[src/rtl/rls_step_sequencer.sv]
// Step sequencer for a time-multiplexed TAPS-tap RLS update: walks the shared MAC array and
// divider through gain, P and weight phases, then strobes the P and w register writes.
module rls_step_sequencer #(
   parameter  int TAPS        = 4,
   parameter  int DIV_TIMEOUT = 40,
   localparam int IW          = (TAPS > 1) ? $clog2(TAPS) : 1
) (
   input  logic          Clk,
   input  logic          Rst_n,
   // valid/ready: a sample transfers on a rising edge where s_valid and s_ready are both high.
   input  logic          s_valid,
   output logic          s_ready,
   output logic          shift_en,
   output logic          mac_start,
   output logic [2:0]    mac_sel,
   output logic [IW-1:0] mac_idx,
   input  logic          mac_done,
   output logic          div_start,
   output logic [IW-1:0] div_idx,
   input  logic          div_done,
   input  logic          div_zero,
   output logic          p_we,
   output logic          w_we,
   output logic          step_done,
   output logic          step_abort,
   output logic          err_flag,
   input  logic          err_clr,
   output logic          busy,
   output logic [15:0]   step_count,
   output logic [3:0]    dbg_state
);

   localparam int CW = $clog2(DIV_TIMEOUT + 1);
   localparam logic [IW-1:0] LAST_IDX = IW'(TAPS - 1);
   localparam logic [CW-1:0] WAIT_MAX = CW'(DIV_TIMEOUT - 1);

   typedef enum logic [3:0] {
      S_IDLE, S_SHIFT, S_MATVEC, S_DOT, S_DIV, S_VECMAT, S_OUTER, S_PUPD, S_WUPD, S_DONE
   } state_t;

   state_t        state;
   logic [CW-1:0] div_wait;

   assign busy      = (state != S_IDLE);
   assign dbg_state = state;

   always_ff @(posedge Clk or negedge Rst_n) begin
      if (!Rst_n) begin
         state      <= S_IDLE;
         s_ready    <= 1'b1;
         shift_en   <= 1'b0;
         mac_start  <= 1'b0;
         mac_sel    <= 3'd0;
         mac_idx    <= '0;
         div_start  <= 1'b0;
         div_idx    <= '0;
         div_wait   <= '0;
         p_we       <= 1'b0;
         w_we       <= 1'b0;
         step_done  <= 1'b0;
         step_abort <= 1'b0;
         err_flag   <= 1'b0;
         step_count <= 16'd0;
      end else begin
         shift_en   <= 1'b0;
         mac_start  <= 1'b0;
         div_start  <= 1'b0;
         p_we       <= 1'b0;
         w_we       <= 1'b0;
         step_done  <= 1'b0;
         step_abort <= 1'b0;
         if (err_clr) err_flag <= 1'b0;

         // A done in the same cycle as its start pulse is never honoured (start is still high).
         case (state)
            S_IDLE: begin
               if (s_valid && s_ready) begin
                  state    <= S_SHIFT;
                  s_ready  <= 1'b0;
                  shift_en <= 1'b1;
               end
            end
            S_SHIFT: begin
               state     <= S_MATVEC;
               mac_sel   <= 3'd0;
               mac_idx   <= '0;
               mac_start <= 1'b1;
            end
            S_MATVEC, S_VECMAT, S_OUTER: begin
               if (!mac_start && mac_done) begin
                  if (mac_idx != LAST_IDX) begin
                     mac_idx   <= mac_idx + 1'b1;
                     mac_start <= 1'b1;
                  end else begin
                     case (state)
                        S_MATVEC: begin
                           state     <= S_DOT;
                           mac_sel   <= 3'd1;
                           mac_idx   <= '0;
                           mac_start <= 1'b1;
                        end
                        S_VECMAT: begin
                           state     <= S_OUTER;
                           mac_sel   <= 3'd3;
                           mac_idx   <= '0;
                           mac_start <= 1'b1;
                        end
                        default: begin
                           state <= S_PUPD;
                           p_we  <= 1'b1;
                        end
                     endcase
                  end
               end
            end
            S_DOT: begin
               if (!mac_start && mac_done) begin
                  state     <= S_DIV;
                  div_idx   <= '0;
                  div_wait  <= '0;
                  div_start <= 1'b1;
               end
            end
            S_DIV: begin
               if (!div_start && div_done) begin
                  if (div_zero) begin
                     state      <= S_DONE;
                     step_done  <= 1'b1;
                     step_abort <= 1'b1;
                     err_flag   <= 1'b1;
                  end else if (div_idx != LAST_IDX) begin
                     div_idx   <= div_idx + 1'b1;
                     div_wait  <= '0;
                     div_start <= 1'b1;
                  end else begin
                     state     <= S_VECMAT;
                     mac_sel   <= 3'd2;
                     mac_idx   <= '0;
                     mac_start <= 1'b1;
                  end
               end else if (div_wait == WAIT_MAX) begin
                  // Divider stalled: give up on the step without touching P or w.
                  state      <= S_DONE;
                  step_done  <= 1'b1;
                  step_abort <= 1'b1;
                  err_flag   <= 1'b1;
               end else begin
                  div_wait <= div_wait + 1'b1;
               end
            end
            S_PUPD: begin
               state <= S_WUPD;
               w_we  <= 1'b1;
            end
            S_WUPD: begin
               state      <= S_DONE;
               step_done  <= 1'b1;
               step_count <= step_count + 16'd1;
            end
            S_DONE: begin
               state   <= S_IDLE;
               s_ready <= 1'b1;
            end
            default: begin
               state   <= S_IDLE;
               s_ready <= 1'b1;
            end
         endcase
      end
   end

endmodule

[config.mk]
export PLATFORM = sky130hd
export DESIGN_NAME = rls_step_sequencer
export DESIGN_NICKNAME = d
export VERILOG_FILES = /design/src/rtl/rls_step_sequencer.sv
export SDC_FILE = /design/constraint.sdc
export NUM_CORES = 1
export LEC_CHECK = 0
export ABC_CLOCK_PERIOD_IN_PS = 2100
export CAP_MARGIN = 40
export CORE_MARGIN = 10
export CORE_UTILIZATION = 46
export DETAILED_ROUTE_END_ITERATION = 8
export PLACE_DENSITY = 0.81
export SLEW_MARGIN = 30
export SYNTH_ARGS = -nofsm -noshare
export SYNTH_HDL_FRONTEND = slang
export SYNTH_SLANG_ARGS = --single-unit
[constraint.sdc]
create_clock -name Clk -period 2.1 [get_ports Clk]
set_input_delay 0.63 -clock Clk [delete_from_list [all_inputs] [get_ports Clk]]
set_output_delay 0.63 -clock Clk [all_outputs]
set_load 0.02 [all_outputs]
### After elaboration in Yosys (flattened, before gate mapping)

Index checks and enable logic that the tools add are counted.

| storage, ports and cells | value |
|---|---|
| bits in registers | 42 |
| bits of input ports | 7 |
| output and inout port bits | 37 |
| word-level logic and storage cells | 130 |

| cells by class | value |
|---|---|
| add/sub/neg operators | 4 |
| equality and inequality tests | 26 |
| mux-type cells | 66 |
| bitwise logic cells | 1 |
| reductions and logical operators | 18 |

Operators with widths:

| kind | count |
|---|---|
| 2-to-1 mux 4 bit | 8 |
| 2-to-1 mux 6 bit | 5 |
| case mux 4 bit (7 select lines) | 1 |
| 2-to-1 mux 1 bit | 27 |
| 2-to-1 mux 2 bit | 10 |
| != test 2 bit, second input constant | 10 |
| != test 3 bit, second input constant | 6 |
| adder 16 x 1 -> 16 bit, second input constant | 1 |
| == test 4 x 3 -> 1 bit, second input constant | 4 |
| 2-to-1 mux 3 bit | 5 |
| case mux 3 bit (2 select lines) | 2 |
| case mux 6 bit (2 select lines) | 1 |
| AND reduction 6 bit | 2 |
| AND reduction 5 bit | 2 |
| case mux 3 bit (3 select lines) | 1 |
| == test 4 x 2 -> 1 bit, second input constant | 2 |
| OR reduction 8 bit | 1 |
| AND reduction 7 bit | 1 |
| adder 6 x 1 -> 6 bit, second input constant | 1 |
| == test 6 bit, second input constant | 1 |
| case mux 1 bit (2 select lines) | 3 |
| case mux 2 bit (3 select lines) | 1 |
| adder 2 x 1 -> 2 bit, second input constant | 2 |
| == test 4 x 1 -> 1 bit, second input constant | 1 |
| other kinds (14) | 17 |

### Longest topological paths before layout

| depth | value |
|---|---|
| depth in word-level cells | 6 |
| mapped depth | 6 |
| gate-level depth less buffers | 6 |

### Worst setup path after synthesis

OpenSTA, ideal clock, no wires.

| timing path | value |
|---|---|
| path kind | register to register |
| from | register state[1], in the netlist dbg_state[1] |
| to | register state[2], in the netlist dbg_state[2] |
| library setup time | 0.125 ns |
| arrival | 1.954 ns |
| data required time | 1.975 ns |
| setup slack | 0.021 ns |
| cell stages (with the launch flop) | 7 |
| buffers on the path | 1 |
| clock period less this slack | 2.079 ns |
| path through | dfrtp_1 > or4b_1 > buf_2 > a211oi_4 > a211o_2 > nor3_2 > mux2_4 |

| between the ends | value |
|---|---|
| word-level cells in the longest chain between the ends | 5 |
| elaborated cells on any way between the ends | 21 |
| classes of those cells | 14 x eq/ne; 4 x mux; 3 x reduce/logical |

RTL lines:

| item | line | RTL |
|---|---|---|
| from (decl) | 41 | `state_t state;` |
| from (signal assigned) | 49 | `state <= S_IDLE;` |
| from (signal assigned) | 78 | `state <= S_SHIFT;` |
| from (signal assigned) | 84 | `state <= S_MATVEC;` |
| == test 4 x 3 -> 1 bit / == test 4 x 2 -> 1 bit (equally long branches) | 75, 95 |  |
| case mux 3 bit (2 select lines) | 95 | `case (state)` |
| 2-to-1 mux 4 bit | 91 | `if (mac_idx != LAST_IDX) begin` |
| 2-to-1 mux 4 bit | 90 | `if (!mac_start && mac_done) begin` |
| case mux 4 bit (7 select lines) | 75 | `case (state)` |

Parallel ways exist; a longest one is shown, timed or not. The select of a mux whose other input is x is not followed.
A chain may end at the register's enable or synchronous reset.

### Worst setup path after layout

| timing path | value |
|---|---|
| from | register state[0], in the netlist dbg_state[0] |
| to | output port busy |

| between the ends | value |
|---|---|
| word-level cells in the longest chain between the ends | 1 |

RTL lines:

| item | line | RTL |
|---|---|---|
| nonzero test 4 bit | 44 | `assign busy = (state != S_IDLE);` |
| to (decl) | 28 | `output logic busy,` |

Every way passes these cells.

==> impl_results.md <==
* Status: finished, final reports clean
* Clock transition at path regs at approximately 80 ps
* CP Class: flop to primary output
* Power Density at 1296 nW/µm²
* Worst Hold Class: primary input to async pin
* Antenna viol nets, final at 0
* Final Max Slew Viols at 0
* R2R depth at 7
* Post-DP HPWL at 3.791 mm
* CTS root buf: clkbuf_8
* Final hold vios at 0
* Number of H-tree levels at 2
* Port Buffer Count at 42
* Sink Count at between 40 and 50
* TritonCTS clock tree: yes
* Vias post-DR at ~1800
* # DRC at 0
* Hold buffer count at CTS at 0
* Die Ht at a little under 90 µm
* Maximum fanout along the worst path at 2
* Final Skew at between 7 and 8 ps
* Worst Path Arrival at between 1000 and 1500 ps
* Slew HR at 0.6340
* Wire per inst at 15.53 µm
* RR Endpoint: mac_sel[1]
* Initial antenna violation count at 1
* Number of synthesized register bits at roughly 40
* Reg-to-reg slack, setup at 80 ps
* Die Footprint at around 7600 µm²
* Routability Congestion at roughly 0.84
* RSZ-0062 raised after global routing: false
* CTS Buf Count at 5
* MaxCap Viol Count at 0
* First-pass GRT wire length at around 8.6 mm
* Layout Nets at 289
* Chip width at between 80 and 90 µm
* Least-Margin Pin Slew at 549.1 ps
* Min Tclk post-route at about 2000 ps
* Post-synth cell types at between 40 and 50
* Post-Route Setup TNS at 0 ps
* Final period utilization at 0.9705
* Worst-Skew Late Latency at around 300 ps
* Syn Area/Cell at slightly above 10 µm²
* Critical Path End Type: primary output
* Vias per Instance at 5.349
* Total wire length at between 5 and 6 mm
* Vias in the first global route at 1814
* Global route total overflow at 0
* R2R Path Start: dbg_state[0]
* Clk buf depth at 2
* Io pins at 44
* Lkg Pwr at between 1 and 1.5 nW
* Mapped cell area at roughly 2100 µm²
* Core Region at 4384 µm²
* Yosys warns at 0
* Asr flop ratio synth at 1.000
* Final core utilization at 0.6692
* Initial Util at 0.4752
* Final setup fails at 0
* Synth-to-layout area growth at 40.84%
* Starting DRC count in detailed routing at about 170
* Max Freq at slightly below 500 MHz
* Rows at 24
* Pin count of the biggest net entering global routing at 26
* EDFF count, synth at 0
* Synth Flop Type: dfrtp_1
* Critical Path RT at 1470 ps
* Initial DRT Pass Iterations at 4
* Synthesized Nets at 218
* GRT Overall Usage at 0.1392
* Max VDD drop at ~0.76 mV
* Cells after Synth at around 210
* Share of post-route cells with drive strength above 1 at 0.2115
* Register area share after synthesis at 0.4931
* CP startpoint kind: flop
logic make-up (layout without fill, tap and decap cells):
logic type | count (synthesis) | count (layout) | share of synthesized area
buffers and inverters | 19 | 91 | 0.03724
and+or+nand+nor | 84 | 84 | 0.2234
muxes | 7 | 7 | 0.03844
DFF | 41 | 41 | 0.4931
xor gates and xnor gates | 17 | 17 | 0.07147
other | 1 | 2 | 0.001800
AOI/OAI and AO/OA | 34 | 34 | 0.1105
adders and majority gates | 4 | 4 | 0.02402
cell usage after synthesis, types with 2 or more instances:
| library cell | count | area share |
|---|---|---|
| dfrtp_1 | 40 | 0.48 |
| nor2_1 | 20 | 0.036 |
| nand2_1 | 16 | 0.029 |
| xnor2_1 | 14 | 0.059 |
| a21oi_1 | 11 | 0.026 |
| inv_1 | 11 | 0.020 |
| nand3_1 | 8 | 0.019 |
| nand2b_1 | 7 | 0.021 |
| o21ai_0 | 7 | 0.017 |
| clkbuf_1 | 5 | 0.0090 |
| nor3_1 | 5 | 0.012 |
| and3_1 | 4 | 0.012 |
| ha_1 | 4 | 0.024 |
| mux2_2 | 4 | 0.022 |
| nand4_1 | 3 | 0.0090 |
| or3_1 | 3 | 0.0090 |
| or4_1 | 3 | 0.011 |
| xor2_1 | 3 | 0.013 |
| a21o_1 | 2 | 0.0072 |
| a31oi_1 | 2 | 0.0060 |
| and4_1 | 2 | 0.0084 |
| buf_2 | 2 | 0.0048 |
| mux2i_1 | 2 | 0.0096 |
| nand3b_1 | 2 | 0.0072 |
| nor2b_1 | 2 | 0.0060 |
| o21a_1 | 2 | 0.0072 |
placed cells by master (no fill, tap or decap), drive strengths merged, types with 8 or more instances in the layout:
cell type and instances:
a21oi 11, xnor2 14, nand3 8, clkdlybuf4s50 33, nor2 20, buf 32
inv 12, dfrtp 40, nand2 16
per-stage QoR:
step	std cells	hold WS [ps]	setup slack [ps]	area, µm²	power (mW)
CTS	328	330.0	2.021	2873	3.721
floorplan	207	334.4	21.23	2083	2.166
finish	332	307.4	61.86	2934	3.803
global placement	319	460.7	-438.6	2723	2.863
global route	332	350.3	2.269	2934	4.060
detailed placement	319	465.4	-441.9	2723	2.918
where the power goes:
part / switching (mW) / internal (mW) / total [mW] / leakage, nW
sequential: 0.154 / 0.974 / 1.13 / 0.553
clock: 0.283 / 0.478 / 0.762 / 0.0688
combinational: 0.964 / 0.949 / 1.91 / 0.748
metal layers:
layer | track usage | vias up | share of wire
met2 | 0.2427 | 48 | 0.53
met3 | 0.04494 | 9 | 0.065
met4 | 0.05507 | 0 | 0.017
li1 | - | 870 | -
met5 | 0 | - | 0
met1 | 0.1517 | 849 | 0.39
worst max-delay path, stage by stage, from the launching register on:
cell and delay, ps:
dfrtp_1 380, or4_4 550, buf_2 180
how the worst max path moves through the flow:
stage	start	endpoint	slack, ps	depth (start not counted)
4_1_cts	mac_done	mac_sel[0]	2	6
5_1_grt	step_count[3]	step_count[3]	2	1
3_5_place_dp	div_done	mac_idx[0]	-440	6
3_3_place_gp	div_done	mac_idx[0]	-440	6
6_report	dbg_state[0]	busy	60	2
2_1_floorplan	dbg_state[1]	dbg_state[2]	20	6
state kept, by name, summed over array words and instances, names as in the netlist:
signal and count:
dbg_state 4, div_idx 2, div_start 1, div_wait 6, err_flag 1, mac_idx 2
mac_sel 2, mac_start 1, p_we 1, s_ready 1, shift_en 1, step_abort 1
step_count 16, step_done 1, w_we 1
cell type report:
class / instances / area, µm²
Antenna cell: 1 / 2.502
Clock buffer: 5 / 68.82
Clock inverter: 3 / 68.82
Fill cell: 337 / 1450
Inverter: 11 / 41.29
Multi-Input combinational cell: 147 / 1015
Sequential cell: 41 / 1027
Tap cell: 52 / 65.06
Timing Repair Buffer: 72 / 645.6
repair_timing:
action                     CTS  global route
resized for setup           12            11
setup endpoints to repair   10            11
buffers inserted             1             3
pin swaps                    3             1
hold endpoints to repair     0             0
(Power assumes the default switching activity.)
